--- src/rtl/key_matrix_scanner.sv ---
// Key matrix scanner: drives one column per slot, samples the row lines,
// debounces every key and queues press/release events in a small FIFO that
// is read through a valid/ready handshake. Slot/gap timing matches the LED
// matrix driver so both can share the same matrix wiring.
module key_matrix_scanner #(
  parameter int unsigned PERIOD     = 27000,
  parameter int unsigned GAP        = 500,
  parameter int unsigned NCOL       = 4,
  parameter int unsigned NROW       = 4,
  parameter int unsigned DEBOUNCE   = 4,
  parameter int unsigned FIFO_DEPTH = 4
) (
  input  logic            sys_clk,
  input  logic            rst_n,
  output logic [NCOL-1:0] key_col,
  input  logic [NROW-1:0] key_row,
  output logic            ev_valid,
  input  logic            ev_ready,
  output logic [3:0]      ev_code,
  output logic            ev_press,
  output logic [15:0]     key_state,
  output logic            overflow,
  input  logic            ovf_clr
);

  localparam int unsigned CNT_W  = $clog2(PERIOD);
  localparam int unsigned COL_W  = (NCOL > 1) ? $clog2(NCOL) : 1;
  localparam int unsigned ROW_W  = (NROW > 1) ? $clog2(NROW) : 1;
  localparam int unsigned PTR_W  = (FIFO_DEPTH > 1) ? $clog2(FIFO_DEPTH) : 1;
  localparam int unsigned FCNT_W = PTR_W + 1;

  localparam logic [CNT_W-1:0]  LAST_CNT = CNT_W'(PERIOD - 1);
  localparam logic [CNT_W-1:0]  COL_ON   = CNT_W'(GAP);
  localparam logic [CNT_W-1:0]  COL_OFF  = CNT_W'(PERIOD - GAP);
  localparam logic [CNT_W-1:0]  SNAP_AT  = CNT_W'(PERIOD - GAP - 1);
  localparam logic [COL_W-1:0]  LAST_COL = COL_W'(NCOL - 1);
  localparam logic [PTR_W-1:0]  LAST_PTR = PTR_W'(FIFO_DEPTH - 1);
  localparam logic [FCNT_W-1:0] FULL_CNT = FCNT_W'(FIFO_DEPTH);
  localparam logic [3:0]        DB_LAST  = 4'(DEBOUNCE - 1);

  logic [CNT_W-1:0]  counter;
  logic [COL_W-1:0]  col_index;
  logic [NROW-1:0]   row_meta;
  logic [NROW-1:0]   row_sync;
  logic [NROW-1:0]   row_snap;
  logic [3:0]        db_cnt [16];

  logic [CNT_W-1:0]  eval_off;
  logic              eval_en;
  logic [ROW_W-1:0]  eval_row;
  logic [3:0]        eval_key;
  logic              snap_bit;
  logic              key_flip;

  logic [4:0]        fifo_mem [FIFO_DEPTH];
  logic [PTR_W-1:0]  wr_ptr;
  logic [PTR_W-1:0]  rd_ptr;
  logic [FCNT_W-1:0] fifo_cnt;
  logic              fifo_full;
  logic              pop;
  logic              do_push;
  logic              drop;

  // Slot counter and column index; column advances on the slot wrap.
  always_ff @(posedge sys_clk or negedge rst_n) begin
    if (!rst_n) begin
      counter   <= '0;
      col_index <= '0;
    end else if (counter == LAST_CNT) begin
      counter   <= '0;
      col_index <= (col_index == LAST_COL) ? '0 : col_index + 1'b1;
    end else begin
      counter <= counter + 1'b1;
    end
  end

  // Column drive is active only inside the slot, blanked by GAP at both edges.
  always_comb begin
    key_col = '0;
    if (counter >= COL_ON && counter < COL_OFF)
      key_col[col_index] = 1'b1;
  end

  // Two-flop synchronizer on the rows; snapshot taken on the last driven cycle.
  always_ff @(posedge sys_clk or negedge rst_n) begin
    if (!rst_n) begin
      row_meta <= '0;
      row_sync <= '0;
      row_snap <= '0;
    end else begin
      row_meta <= key_row;
      row_sync <= row_meta;
      if (counter == SNAP_AT)
        row_snap <= row_sync;
    end
  end

  // One row of the current column is evaluated per cycle after the slot ends.
  always_comb begin
    eval_off = counter - COL_OFF;
    eval_en  = (counter >= COL_OFF) && (eval_off < CNT_W'(NROW));
    eval_row = eval_off[ROW_W-1:0];
    eval_key = 4'(col_index * NROW + eval_row);
    snap_bit = row_snap[eval_row];
    key_flip = eval_en && (snap_bit != key_state[eval_key]) &&
               (db_cnt[eval_key] == DB_LAST);
  end

  // Per-key debounce counter and debounced state.
  always_ff @(posedge sys_clk or negedge rst_n) begin
    if (!rst_n) begin
      key_state <= '0;
      for (int unsigned k = 0; k < 16; k++)
        db_cnt[k] <= '0;
    end else if (eval_en) begin
      if (snap_bit == key_state[eval_key]) begin
        db_cnt[eval_key] <= '0;
      end else if (key_flip) begin
        key_state[eval_key] <= snap_bit;
        db_cnt[eval_key]    <= '0;
      end else begin
        db_cnt[eval_key] <= db_cnt[eval_key] + 1'b1;
      end
    end
  end

  // FIFO control: a full FIFO still accepts a push when the head leaves this cycle.
  always_comb begin
    fifo_full = (fifo_cnt == FULL_CNT);
    ev_valid  = (fifo_cnt != '0);
    pop       = ev_valid && ev_ready;
    do_push   = key_flip && (!fifo_full || pop);
    drop      = key_flip && fifo_full && !pop;
    ev_code   = fifo_mem[rd_ptr][4:1];
    ev_press  = fifo_mem[rd_ptr][0];
  end

  // Event FIFO storage and pointers; when full, write slot equals the slot being popped.
  always_ff @(posedge sys_clk or negedge rst_n) begin
    if (!rst_n) begin
      wr_ptr   <= '0;
      rd_ptr   <= '0;
      fifo_cnt <= '0;
      for (int unsigned i = 0; i < FIFO_DEPTH; i++)
        fifo_mem[i] <= '0;
    end else begin
      if (do_push) begin
        fifo_mem[wr_ptr] <= {eval_key, snap_bit};
        wr_ptr           <= (wr_ptr == LAST_PTR) ? '0 : wr_ptr + 1'b1;
      end
      if (pop)
        rd_ptr <= (rd_ptr == LAST_PTR) ? '0 : rd_ptr + 1'b1;
      if (do_push && !pop)
        fifo_cnt <= fifo_cnt + 1'b1;
      else if (pop && !do_push)
        fifo_cnt <= fifo_cnt - 1'b1;
    end
  end

  // Sticky overflow; a drop in the same cycle wins over the clear.
  always_ff @(posedge sys_clk or negedge rst_n) begin
    if (!rst_n)
      overflow <= 1'b0;
    else if (drop)
      overflow <= 1'b1;
    else if (ovf_clr)
      overflow <= 1'b0;
  end

endmodule

--- config.mk ---
export PLATFORM = sky130hd
export DESIGN_NAME = key_matrix_scanner
export DESIGN_NICKNAME = d
export VERILOG_FILES = /design/src/rtl/key_matrix_scanner.sv
export SDC_FILE = /design/constraint.sdc
export NUM_CORES = 1
export LEC_CHECK = 0
export CAP_MARGIN = 10
export CORE_ASPECT_RATIO = 1.75
export CORE_MARGIN = 2
export CORE_UTILIZATION = 45
export DETAILED_ROUTE_END_ITERATION = 6
export SETUP_SLACK_MARGIN = 0.2
export SYNTH_ARGS = -nofsm -noshare
export SYNTH_HDL_FRONTEND = slang
export SYNTH_SLANG_ARGS = --single-unit
export TNS_END_PERCENT = 30
--- constraint.sdc ---
create_clock -name sys_clk -period 3.8 [get_ports sys_clk]
set_input_delay 0.57 -clock sys_clk [delete_from_list [all_inputs] [get_ports sys_clk]]
set_output_delay 0.57 -clock sys_clk [all_outputs]
set_load 0.01 [all_outputs]
==> results by group <==
Outcome
  – Outcome: finished clean

Global route
  – Met2 Track Usage GR: 0.358
  – GRT Residual Overflow: 0
  – Vias in the first global route: between 4,000 and 5,000
  – M1 GR Usage: 0.237
  – Largest net degree at the start of global routing: 80
  – First-pass GRT wire length: approximately 26,000 um
  – Gr busiest metal: met2
  – Met3 usage: 0.0396
  – Antenna violations before repair: 0
  – GRT Overall Usage: 0.203

STA
  – Final hold vios: 0
  – Relative slew slack: 0.470
  – RSZ-0062 raised after global routing: yes
  – Clock skew after layout: ~0.013 ns
  – Worst-Margin Slew: 0.787 ns
  – Fin crit period: ~3.5 ns
  – Worst Slack Setup Final: ~0.34 ns
  – # setup viols final: 0
  – Fin crit share: 0.911
  – Slew Viols, Final: 0
  – Total negative slack: 0 ns
  – Fmax: slightly below 300 MHz

Clock network
  – Clock H-tree levels: 4
  – Setup Buffers After CTS: 0
  – CTS buffer count: 17
  – Post-CTS Hold Fix Bufs: 0
  – CTS sink cnt: around 140
  – Clock Latency Late Sink: between 0.4 and 0.5 ns
  – TritonCTS clock tree: done
  – Clk buf depth: 2
  – Root Driver: clkbuf_16
  – Clock Pin Slew Worst Setup and Hold Paths: approximately 0.070 ns

Synth
  – Post-synthesis cell type count: 53
  – Synth area leaders: dfrtp_1 (50%), mux2_2 (18%), mux4_2 (8.5%)
  – Synthesized instance count: approximately 530
  – Post-synthesis sequential area ratio: 0.499
  – Post-synth top area share: 0.499
  – Post-synth top area cell: dfrtp_1
  – Avg Cell Area, Syn: 12.9 um^2
  – Area of the mapped netlist: approximately 6900 um^2
  – Yosys warnings: 0
  – Ys async rst share: 1.00
  – Ys flop type: dfrtp_1
  – Post-Syn Nets: 560
  – Post-synth EDFFs: 0
  – Yosys reg bits: approximately 140

Worst setup path
  – Crit path buf inv count: 3
  – WS Path Type: flop to output pin
  – Crit path max-delay family: buffers and inverters
  – Crit. End Element: output pin
  – Critical Path Max Stage Delay: between 0.5 and 0.6 ns
  – Critical Path AT: about 2.9 ns
  – Worst-path fanout max: 13
  – Slowest stage cell, crit path: clkdlybuf4s50_1
  – Critical Path RT: 3.23 ns
  – Worst-path cell chain: buf_4 > inv_2 > ha_1 > nand2_1 > a211o_1 > a31oi_1 > and2_1 > clkdlybuf4s50_1
  – Setup crit start kind: flop

Drt
  – Initial drt markers: about 160
  – Drt via density: approximately 5.6
  – # DRC: 0
  – TritonRoute pass-1 iters: 4
  – Antenna-violating nets left: 0
  – Routed WL per cell: approximately 20 um
  – Post-Route WL: 15,700 um
  – Via count: between 4,000 and 5,000

Power
  – Peak supply drop: about 0.2 mV
  – PwrDens: ~380 nW/um^2
  – Pleak: approximately 3.7 nW
  – Power Total: approximately 3 mW

Finish
  – Share of post-route cells with drive strength above 1: 0.345
  – # diodes: 0
  – Nets: between 500 and 600
  – Fin util: 0.537
  – Synthesis-to-finish area growth: 16.6%

Placement
  – Placer's final routability congestion estimate: about 0.85
  – Port Buf Inserts: 34
  – Place WS: 0.221 ns
  – Detailed Place HPWL: approximately 11,000 um

Die
  – Starting Density: 0.460
  – FP Rows: 59
  – Die footprint: 16,300 um^2
  – Core region area: 14,900 um^2
  – Die Y: between 150 and 200 um
  – I/O pins: 35
  – Die width: about 100 um

Worst hold path
  – Min-Delay Path Class: input port to asynchronous set/reset pin

Run
  – Max_cap viols: 0
## cells by family (layout without fill, tap and decap cells)
| logic type | after synthesis | after routing | synth area share |
|---|---|---|---|
| compound gates | 21 | 21 | 0.0242 |
| xor+xnor | 21 | 21 | 0.0268 |
| fa+ha+maj | 20 | 20 | 0.0375 |
| buf+inv | 41 | 92 | 0.0273 |
| flops | 137 | 137 | 0.499 |
| mux | 143 | 143 | 0.276 |
| simple gates | 149 | 149 | 0.109 |
## through the flow
step | instances | cell area [um^2] | hold slack, ns
after detailed placement | 734 | 7430 | 0.336
after floorplan | 532 | 6870 | 0.274
after global placement | 734 | 7430 | 0.333
final | 766 | 8010 | 0.221
after CTS | 766 | 7980 | 0.242
after global routing | 766 | 8010 | 0.270
## synthesized netlist by cell type, types with 2 or more instances
cell type and n:
xnor2_1 10, nor2b_1 5, dfrtp_1 137, a21oi_1 2, mux2_2 109, nand2_1 52
nor2_1 37, a22oi_1 2, nor4_1 3, buf_6 3, nor2_4 3, nand4_1 4
and2_1 10, a31oi_1 2, nor3_1 4, or3_1 5, mux2i_1 7, buf_2 6
inv_1 9, nand3_1 10, ha_1 19, o21ai_0 5, xor2_1 11, nand2b_1 3
clkbuf_1 21, mux4_2 26
## worst paths after layout
path	start	to	slack [ns]	depth (start not counted)
worst max-delay path	counter[1]	key_col[3]	0.34	8
worst min-delay path	rst_n	counter[13]	0.22	1
worst max register to register	col_index[0]	fifo_cnt[2]	0.40	13
worst min register to register	row_meta[0]	row_sync[0]	0.35	0
max in group asynchronous	rst_n	fifo_mem[2]	2.69	2
min in group sys_clk	row_meta[0]	row_sync[0]	0.35	0
## flip-flops by register name (all words and copies together), names as in the netlist, 2 cells and up
| name | flops |
|---|---|
| key_state | 16 |
| row_snap | 4 |
| db_cnt | 64 |
| row_meta | 4 |
| fifo_mem | 20 |
| rd_ptr | 2 |
| wr_ptr | 2 |
| fifo_cnt | 3 |
| counter | 15 |
| col_index | 2 |
| row_sync | 4 |
## worst reg2reg max path, cell delays in order, from the launching register on
cell,delay (ns)
dfrtp_1,0.57
buf_4,0.37
mux4_2,0.39
mux2i_1,0.25
nand3_1,0.13
o21ai_1,0.16
and2_2,0.26
and3_1,0.17
ha_1,0.17
inv_1,0.06
fa_1,0.38
xor2_1,0.17
nor2_1,0.11
xor2_1,0.15
## timing repair
action	in CTS	in global routing
resized for setup	1	6
endpoints found under the setup margin	5	21
pin swaps	0	0
## cell type report
| cell class | count | area, um^2 |
|---|---|---|
| Clock buffer | 18 | 439 |
| Clock inverter | 14 | 114 |
| Fill cell | 1278 | 6910 |
| Inverter | 10 | 37.5 |
| Multi-Input combinational cell | 354 | 3270 |
| Sequential cell | 137 | 3430 |
| Tap cell | 183 | 229 |
| Timing Repair Buffer | 50 | 483 |
## routing by layer
| layer | routed length (um) | vias up |
|---|---|---|
| li1 | - | 1969 |
| met4 | 507 | 0 |
| met2 | 8440 | 92 |
| met3 | 454 | 32 |
| met5 | 0 | - |
| met1 | 6250 | 2220 |
## placed cells by master (no fill, tap or decap), types with 11 or more instances in the layout
cell type | synthesis | final
buf_4 | 1 | 15
xor2_1 | 11 | 11
mux4_2 | 26 | 26
dfrtp_1 | 137 | 136
ha_1 | 19 | 19
clkbuf_16 | 0 | 17
clkdlybuf4s50_1 | 0 | 33
nor2_1 | 37 | 37
nand2_1 | 52 | 52
mux2_2 | 109 | 109
## power breakdown
part | leakage (nW) | total, mW | switching, mW | internal (mW)
sequential | 1.88 | 1.46 | 0.000951 | 1.46
clock | 0.254 | 1.56 | 0.694 | 0.865
combinational | 1.55 | 0.0367 | 0.0286 | 0.00810
total | 3.68 | 3.06 | 0.723 | 2.34
No activity file was read; power rests on OpenSTA's default activity.
